[src/rtl/mmio_ctrl_if.sv]
`default_nettype none
// +------------------------------------------------------------------+
// | mmio_ctrl_if : processor data-port bus into the MMIO controller   |
// | Revision 1.0                                                     |
// +------------------------------------------------------------------+
interface mmio_ctrl_if #(
    parameter int DBITS = 16
);
    logic [DBITS-1:0] addr;
    logic [DBITS-1:0] din;
    logic             we;
    logic             sel;
    logic [DBITS-1:0] dout;

    modport master (output addr, output din, output we, input sel, input dout);
    modport slave  (input addr, input din, input we, output sel, output dout);
endinterface
`default_nettype wire

[src/rtl/mmio_ctrl.sv]
`default_nettype none
// +------------------------------------------------------------------+
// | mmio_ctrl : I/O region decode, display registers, KEY/SW debounce,|
// |             sticky key flags and prescaled interval timer        |
// | Revision 1.0                                                     |
// +------------------------------------------------------------------+
module mmio_ctrl #(
    parameter int DBITS      = 16,
    parameter int DEB_BITS   = 18,
    parameter int DEB_CYCLES = 250000,
    parameter int TICK_DIV   = 50000
) (
    input  logic              clk,
    input  logic              rst_n,
    mmio_ctrl_if.slave        bus,
    input  logic [3:0]        key_i,
    input  logic [9:0]        sw_i,
    output logic [15:0]       hex_o,
    output logic [9:0]        ledr_o,
    output logic [7:0]        ledg_o
);
    localparam int                  NDEB     = 14;
    localparam int                  PS_W     = (TICK_DIV > 1) ? $clog2(TICK_DIV) : 1;
    localparam logic [DEB_BITS-1:0] DEB_LAST = DEB_BITS'(DEB_CYCLES - 1);
    localparam logic [PS_W-1:0]     PS_LAST  = PS_W'(TICK_DIV - 1);

    localparam logic [2:0] REG_KDATA = 3'd0;
    localparam logic [2:0] REG_SDATA = 3'd1;
    localparam logic [2:0] REG_STAT  = 3'd2;
    localparam logic [2:0] REG_TCNT  = 3'd3;
    localparam logic [2:0] REG_HEX   = 3'd4;
    localparam logic [2:0] REG_LEDR  = 3'd5;
    localparam logic [2:0] REG_LEDG  = 3'd6;
    localparam logic [2:0] REG_TLIM  = 3'd7;

    // Bits [3:0] are keys in pressed polarity, [13:4] are switches.
    logic [NDEB-1:0]     sync1_q, sync2_q, stable_q, stable_d;
    logic [DEB_BITS-1:0] deb_cnt_q [NDEB];
    logic [DEB_BITS-1:0] deb_cnt_d [NDEB];
    logic [8:0]          stat_q, stat_d;
    logic [15:0]         tcnt_q, tcnt_d;
    logic [15:0]         tlim_q, tlim_d;
    logic [PS_W-1:0]     ps_q, ps_d;
    logic [15:0]         hex_q, hex_d;
    logic [9:0]          ledr_q, ledr_d;
    logic [7:0]          ledg_q, ledg_d;

    logic [NDEB-1:0]     raw;
    logic                sel;
    logic                wr;
    logic [2:0]          reg_idx;
    logic [3:0]          press;
    logic [8:0]          clr;
    logic                tick;
    logic                wrap;
    logic [15:0]         rdata;
    logic                unused_addr_lsb;

    assign raw             = {sw_i, ~key_i};
    assign sel             = (bus.addr[15:4] == 12'hFFF);
    assign wr              = bus.we && sel;
    assign reg_idx         = bus.addr[3:1];
    assign unused_addr_lsb = bus.addr[0];

    always_comb begin
        stable_d = stable_q;
        for (int i = 0; i < NDEB; i++) begin
            deb_cnt_d[i] = '0;
            if (sync2_q[i] != stable_q[i]) begin
                if (deb_cnt_q[i] == DEB_LAST) begin
                    stable_d[i] = sync2_q[i];
                end else begin
                    deb_cnt_d[i] = deb_cnt_q[i] + DEB_BITS'(1);
                end
            end
        end
    end

    // A press in the same cycle as its W1C keeps the flag set and is not an overrun.
    always_comb begin
        press       = stable_d[3:0] & ~stable_q[3:0];
        clr         = (wr && reg_idx == REG_STAT) ? bus.din[8:0] : 9'd0;
        stat_d[3:0] = press | (stat_q[3:0] & ~clr[3:0]);
        stat_d[7:4] = (press & stat_q[3:0] & ~clr[3:0]) | (stat_q[7:4] & ~clr[7:4]);
        stat_d[8]   = wrap | (stat_q[8] & ~clr[8]);
    end

    always_comb begin
        tick   = (ps_q == PS_LAST);
        ps_d   = tick ? '0 : ps_q + PS_W'(1);
        tcnt_d = tcnt_q;
        wrap   = 1'b0;
        if (wr && reg_idx == REG_TCNT) begin
            tcnt_d = bus.din[15:0];
            ps_d   = '0;
        end else if (tick) begin
            if ((tlim_q != 16'd0 && tcnt_q == tlim_q) || tcnt_q == 16'hFFFF) begin
                tcnt_d = 16'd0;
                wrap   = 1'b1;
            end else begin
                tcnt_d = tcnt_q + 16'd1;
            end
        end
    end

    always_comb begin
        hex_d  = hex_q;
        ledr_d = ledr_q;
        ledg_d = ledg_q;
        tlim_d = tlim_q;
        if (wr) begin
            case (reg_idx)
                REG_HEX:  hex_d  = bus.din[15:0];
                REG_LEDR: ledr_d = bus.din[9:0];
                REG_LEDG: ledg_d = bus.din[7:0];
                REG_TLIM: tlim_d = bus.din[15:0];
                default:  ;
            endcase
        end
    end

    always_comb begin
        rdata = 16'd0;
        case (reg_idx)
            REG_KDATA: rdata = {12'd0, stable_q[3:0]};
            REG_SDATA: rdata = {6'd0, stable_q[13:4]};
            REG_STAT:  rdata = {7'd0, stat_q};
            REG_TCNT:  rdata = tcnt_q;
            REG_HEX:   rdata = hex_q;
            REG_LEDR:  rdata = {6'd0, ledr_q};
            REG_LEDG:  rdata = {8'd0, ledg_q};
            REG_TLIM:  rdata = tlim_q;
            default:   rdata = 16'd0;
        endcase
    end

    assign bus.sel  = sel;
    assign bus.dout = sel ? DBITS'(rdata) : '0;
    assign hex_o    = hex_q;
    assign ledr_o   = ledr_q;
    assign ledg_o   = ledg_q;

    always_ff @(posedge clk or negedge rst_n) begin
        if (!rst_n) begin
            sync1_q  <= '0;
            sync2_q  <= '0;
            stable_q <= '0;
            for (int i = 0; i < NDEB; i++) begin
                deb_cnt_q[i] <= '0;
            end
            stat_q   <= '0;
            tcnt_q   <= '0;
            tlim_q   <= '0;
            ps_q     <= '0;
            hex_q    <= '0;
            ledr_q   <= '0;
            ledg_q   <= '0;
        end else begin
            sync1_q  <= raw;
            sync2_q  <= sync1_q;
            stable_q <= stable_d;
            for (int i = 0; i < NDEB; i++) begin
                deb_cnt_q[i] <= deb_cnt_d[i];
            end
            stat_q   <= stat_d;
            tcnt_q   <= tcnt_d;
            tlim_q   <= tlim_d;
            ps_q     <= ps_d;
            hex_q    <= hex_d;
            ledr_q   <= ledr_d;
            ledg_q   <= ledg_d;
        end
    end
endmodule
`default_nettype wire
[src/flat_wrapper.sv]
// flat-port wrapper written by rule: the top's interface ports become plain ports
module mmio_ctrl_flat 
#(
    parameter int DBITS      = 16,
    parameter int DEB_BITS   = 18,
    parameter int DEB_CYCLES = 250000,
    parameter int TICK_DIV   = 50000
)
  (clk, rst_n, key_i, sw_i, hex_o, ledr_o, ledg_o, bus_addr, bus_din, bus_we, bus_sel, bus_dout);
  mmio_ctrl_if #(.DBITS(DBITS)) bus_i ();
  input  logic clk;
  input  logic rst_n;
  input  logic [3:0] key_i;
  input  logic [9:0] sw_i;
  output logic [15:0] hex_o;
  output logic [9:0] ledr_o;
  output logic [7:0] ledg_o;
  input wire logic [$bits(bus_i.addr)-1:0] bus_addr;
  input wire logic [$bits(bus_i.din)-1:0] bus_din;
  input wire logic [$bits(bus_i.we)-1:0] bus_we;
  output wire logic [$bits(bus_i.sel)-1:0] bus_sel;
  output wire logic [$bits(bus_i.dout)-1:0] bus_dout;
  assign bus_i.addr = bus_addr;
  assign bus_i.din = bus_din;
  assign bus_i.we = bus_we;
  assign bus_sel = bus_i.sel;
  assign bus_dout = bus_i.dout;
  mmio_ctrl #(.DBITS(DBITS), .DEB_BITS(DEB_BITS), .DEB_CYCLES(DEB_CYCLES), .TICK_DIV(TICK_DIV)) u_core (.clk(clk), .rst_n(rst_n), .bus(bus_i), .key_i(key_i), .sw_i(sw_i), .hex_o(hex_o), .ledr_o(ledr_o), .ledg_o(ledg_o));
endmodule
[config.mk]
export PLATFORM = sky130hd
export DESIGN_NAME = mmio_ctrl_flat
export DESIGN_NICKNAME = d
export VERILOG_FILES = /design/src/rtl/mmio_ctrl_if.sv /design/src/rtl/mmio_ctrl.sv /design/src/flat_wrapper.sv
export SDC_FILE = /design/constraint.sdc
export NUM_CORES = 1
export LEC_CHECK = 0
export CAP_MARGIN = 20
export CORE_MARGIN = 3
export CORE_UTILIZATION = 25
export DETAILED_ROUTE_END_ITERATION = 8
export PLACE_DENSITY = 0.49
export SLEW_MARGIN = 30
export SYNTH_ARGS = -nofsm -noshare
export SYNTH_HDL_FRONTEND = slang
export SYNTH_SLANG_ARGS = --single-unit
[constraint.sdc]
create_clock -name clk -period 3.17 [get_ports clk]
set_clock_uncertainty 0.15 [all_clocks]
set_input_delay 0.4755 -clock clk [delete_from_list [all_inputs] [get_ports clk]]
set_output_delay 0.4755 -clock clk [all_outputs]
set_load 0.01 [all_outputs]
# After elaboration in Yosys (flattened, before gate mapping)
# Cells that the tools add are included.
# word_totals
input_bits,49
elab_cells,172
ff_bits,385
# op_classes
add_sub_neg,16
n_mux,47
bitwise_logic,14
n_reduce_logical,22
eq_ne,39
# ops
operator,n
two-way mux 18 bit,28
"adder 18 x 1 -> 18 bit, second input constant",14
"== test 18 bit, second input constant",14
one-hot mux 16 bit (8 select lines),1
two-way mux 16 bit,6
"adder 16 x 1 -> 16 bit, second input constant",2
"== test 16 bit, second input constant",2
AND reduction 2 bit,14
bitwise AND 4 bit,5
== test 16 bit,1
NOT 4 bit,4
nonzero test 16 bit,1
inequality test 1 bit,14
"== test 12 bit, second input constant",1
"== test 3 bit, second input constant",4
two-way mux 1 bit,11
two-way mux 9 bit,1
OR 4 bit,2
"== test 3 x 2 -> 1 bit, second input constant",2
logical AND 1 bit,4
"== test 3 x 1 -> 1 bit, second input constant",1
zero test 3 bit,1
nonzero test 2 bit,1
bitwise AND 1 bit,1
3 further kinds,3

# Logic depth before layout (Yosys ltp)
# logic_depth
ltp_word,7
depth_mapped,9
ltp_nobuf,7

# Worst setup path after synthesis
# No wires, ideal clock.
# synth_timing
path_kind,input -> output
startpoint,in bus_addr[2]
endpoint,out bus_dout[8]
cell_stages,8
t_required_ps,2544
slack_ps,561
arrival_ps,1984
cell_sequence,clkbuf_1 > buf_1 > nor2b_1 > clkbuf_1 > a22oi_1 > nor2_1 > a21oi_1 > nor2_1
# synth_between
elab_chain_cells,3
word_cells_on_any_way,10
# synth_rtl
element,line_no,source
start: declaration,flat_wrapper.sv:18,input wire logic [$bits(bus_i.addr)-1:0] bus_addr;
== test 3 bit (tied with other cells),mmio_ctrl.sv:124,case (reg_idx)
one-hot mux 16 bit (8 select lines) (*),mmio_ctrl.sv:124,
two-way mux 16 bit (*),mmio_ctrl.sv:138,assign bus.dout = sel ? DBITS'(rdata) : '0;
end: declaration,flat_wrapper.sv:22,output wire logic [$bits(bus_i.dout)-1:0] bus_dout;
# Mark *: on every way between the ends. The rest lies on a longest branch, timed or not.

# Worst setup path in the final report
# layout_timing
startpoint,in bus_addr[8]
endpoint,out bus_dout[2]
# layout_between
elab_chain_cells,2
# layout_rtl
element,line_no,source
== test 12 bit,mmio_ctrl.sv:60,assign sel = (bus.addr[15:4] == 12'hFFF);
two-way mux 16 bit,mmio_ctrl.sv:138,
# No other way between the ends.

==> results.sh <==
export IMPL_status="complete, no violations"
export IMPL_maxCapViolCount=0
export IMPL_synth_edff_count=0
export IMPL_port_buffers=98
export IMPL_final_layout_size_suffix_gt1_share_pct=10.4
export IMPL_synthFlopType="dfrtp_1"
export IMPL_gr_total_overflow=0
export IMPL_synth_top_family_by_area="simple AND/OR/NAND/NOR gates"
export IMPL_drtPass1Iterations=5
export IMPL_setup_viol=0
export IMPL_final_core_util_pct=30.8
export IMPL_cts_made_buffers=44
export IMPL_place_congestion=0.845
export IMPL_critPathKind="input pin to output port"
export IMPL_finalPower_mw=10.7
export IMPL_ios=100
export IMPL_ys_seq_elements=385
export IMPL_fin_crit_ns=3.12
export IMPL_place_hpwl_um=32000
export IMPL_ant_nets=0
export IMPL_p_seq_share_pct=47.4
export IMPL_final_nets=2021
export IMPL_root_buffer="clkbuf_16"
export IMPL_drcViolationCount=0
export IMPL_max_clock_path_buffers=3
export IMPL_die_y_um=277
export IMPL_cp_start_kind="input pin"
export IMPL_irDropWorstVdd_mv=0.335
export IMPL_synth_fa_ha_area_share_pct=1.09
export IMPL_start_util_pct=25.5
export IMPL_worst_hold_path_type="flip-flop to flip-flop"
export IMPL_worst_pin_slew_ns=0.698
export IMPL_cp_cell_sequence="clkdlybuf4s50_1 > nand4_1 > nor3_4 > buf_12 > buf_4 > o221a_2 > clkdlybuf4s50_1"
export IMPL_crit_top_cell="clkdlybuf4s50_1"
export IMPL_netlist_instances=1838
export IMPL_die_x_um=277
export IMPL_maxSlewHeadroom_pct=53.4
export IMPL_drt_wl_total_um=45200
export IMPL_grt_pass1_wl_um=74100
export IMPL_ys_seq_area_share_pct=52.3
export IMPL_dieArea_um2=77000
export IMPL_avgSynthCellArea_um2=10.0
export IMPL_clkTransAtPathRegs_ns=0.06
export IMPL_slowest_delay_ns=0.55
export IMPL_switching_power_mw=2.42
export IMPL_clk_latency_ns=0.57
export IMPL_end_kind="output port"
export IMPL_vias_per_cell=4.60
export IMPL_async_flop_share_pct=100
export IMPL_hold_viol=0
export IMPL_switching_share_pct=22.6
export IMPL_synth_area_um2=18400
export IMPL_cp_data_required_time_ns=2.54
export IMPL_row_count=98
export IMPL_synth_simple_gate_area_share_pct=23.4
export IMPL_syn_nets=1903
export IMPL_arrival_ns=2.50
export IMPL_synthMuxAreaShare_pct=5.64
export IMPL_grt_max_degree=85
export IMPL_cp_max_fo=5
export IMPL_tritoncts="done"
export IMPL_powerDensity_nw_per_um2=481
export IMPL_most_common_layout_cells="nor2_1, dfrtp_1, xnor2_1"
export IMPL_clkPwrFrac_pct=48.1
export IMPL_track_usage_pct=11.7
export IMPL_synth_compound_area_share_pct=2.95
export IMPL_yosysWarningCount=0
export IMPL_pwr_share_comb_pct=4.5
export IMPL_drt_iter0_drc=936
export IMPL_antenna_found_initial=0
export IMPL_yosys_cell_types_count=52
export IMPL_synth_xor_area_share_pct=12.6
export IMPL_critical_path_slowest_cell="clkdlybuf4s50_1"
export IMPL_leakagePower_nw=9.54
export IMPL_wire_per_inst_um=15.4
export IMPL_finalMaxSlewViolations=0
export IMPL_fmax_mhz=320
export IMPL_layout_commonest_cell="nor2_1"
export IMPL_h_tree_depth=2
export IMPL_syn_to_final_growth_pct=20.8
export IMPL_p_int_mw=8.29
export IMPL_period_share_pct=98.5
export IMPL_core_um2=72200
export IMPL_grt_pass1_vias=13400
export IMPL_holdWs_ns=0.196
export IMPL_vias=13500
export IMPL_cts_sinks=385
==> layout make-up <==
class / instances / area, um2
antenna: 1 / 2.50
clock buffer: 67 / 1360
clock inverter: 10 / 110
fill: 7387 / 50000
inverter: 30 / 113
multi-input combinational: 1359 / 8450
sequential: 385 / 9640
tap: 950 / 1190
timing repair buffer: 136 / 1390
==> per-stage QoR <==
stage,area [um2],setup WS [ns],cells,TNS [ns]
after detailed placement,20700,-0.0437,2855,-0.190
after global placement,20700,-0.00706,2855,-0.0137
after floorplan,18400,0.561,1838,0
final,22200,0.0464,2938,0
after CTS,22200,0.0152,2936,0
after global routing,22200,-0.00313,2937,-0.00313
==> cells in the mapped netlist (all sizes together), types with 2 or more instances <==
library cell / instances / area share (%)
a21oi: 36 / 0.98
nand3b: 12 / 0.49
and3: 33 / 1.1
and4: 20 / 0.95
buf: 15 / 0.37
a22oi: 7 / 0.29
ha: 16 / 1.1
clkbuf: 49 / 1.0
nor4: 40 / 1.4
xnor2: 138 / 6.6
o221a: 4 / 0.24
or2: 6 / 0.20
nor3: 34 / 0.95
mux2i: 15 / 0.82
a21o: 2 / 0.081
a221oi: 2 / 0.095
mux4: 2 / 0.24
nor2b: 5 / 0.17
nand2: 119 / 2.4
nand2b: 8 / 0.27
inv: 30 / 0.61
or3: 4 / 0.14
xor2: 128 / 6.1
and3b: 2 / 0.095
nand4: 64 / 2.2
nand3: 129 / 3.5
nor2: 386 / 7.9
o21ai: 16 / 0.43
o21a: 2 / 0.081
and2: 7 / 0.24
nor3b: 4 / 0.16
mux2: 75 / 4.6
dfrtp: 385 / 52
a31oi: 13 / 0.44
nor4b: 17 / 0.81
==> critical path, delay by kind of cell <==
family                 cells  cell delay (ns)
AND/OR/NAND/NOR            2             0.46
AO/OA/AOI/OAI              1             0.22
buffers and inverters      4             1.33
==> registers in the layout (all words and copies together) (netlist names) <==
signal / count
u_core.stable_q: 14
u_core.deb_cnt_q: 252
u_core.ledr_o: 10
u_core.stat_q: 9
u_core.ledg_o: 8
u_core.ps_q: 16
u_core.tcnt_q: 16
u_core.sync2_q: 14
u_core.hex_o: 16
u_core.tlim_q: 16
u_core.sync1_q: 14
==> kinds of logic after synthesis <==
family,after synthesis
buf+inv,94
compound gates,88
mux,92
xor+xnor,266
simple gates,897
fa+ha+maj,16
flops,385
==> routing by layer <==
layer,vias to the layer above,track usage (%),share of wire [%],wire [um]
met3,68,2.54,6.2,2800
met2,295,17.0,42,19000
met5,-,0,0,0
met1,6621,17.4,50,22400
li1,6518,-,-,-
met4,0,3.19,2.1,944
==> path summary, 6_finish.rpt <==
kind                                   start                     to  slack (ns)  cells past startpoint
max in group asynchronous              rst_n  u_core.deb_cnt_q[217]        1.69                      3
max                              bus_addr[8]            bus_dout[2]        0.05                      7
min                        u_core.sync1_q[9]      u_core.sync2_q[9]        0.20                      0
min in group asynchronous              rst_n  u_core.deb_cnt_q[172]        0.32                      2
min reg2reg                u_core.sync1_q[9]      u_core.sync2_q[9]        0.20                      0
max reg2reg                 u_core.tcnt_q[0]       u_core.tcnt_q[8]        0.54                      7
==> repair_timing <==
item / CTS / global route
resized for setup: 4 / 10
setup endpoints to repair: 11 / 12
buffers inserted: 3 / 1
hold buffers: 1 / 0
endpoints found under the hold margin: 52 / 0
pin swaps: 3 / 2
gates cloned: 0 / 0
==> power by group through the flow <==
stage / Sequential (mW) / Clock [mW] / Combinational, mW
2_1_floorplan: 5.15 / 0 / 0.214
3_3_place_gp: 5.16 / 0 / 0.479
3_5_place_dp: 5.16 / 0 / 0.491
4_1_cts: 5.08 / 5.35 / 0.494
5_1_grt: 5.09 / 5.56 / 0.546
6_report: 5.08 / 5.15 / 0.479
Note: power is estimated with default switching activity, not from simulation.
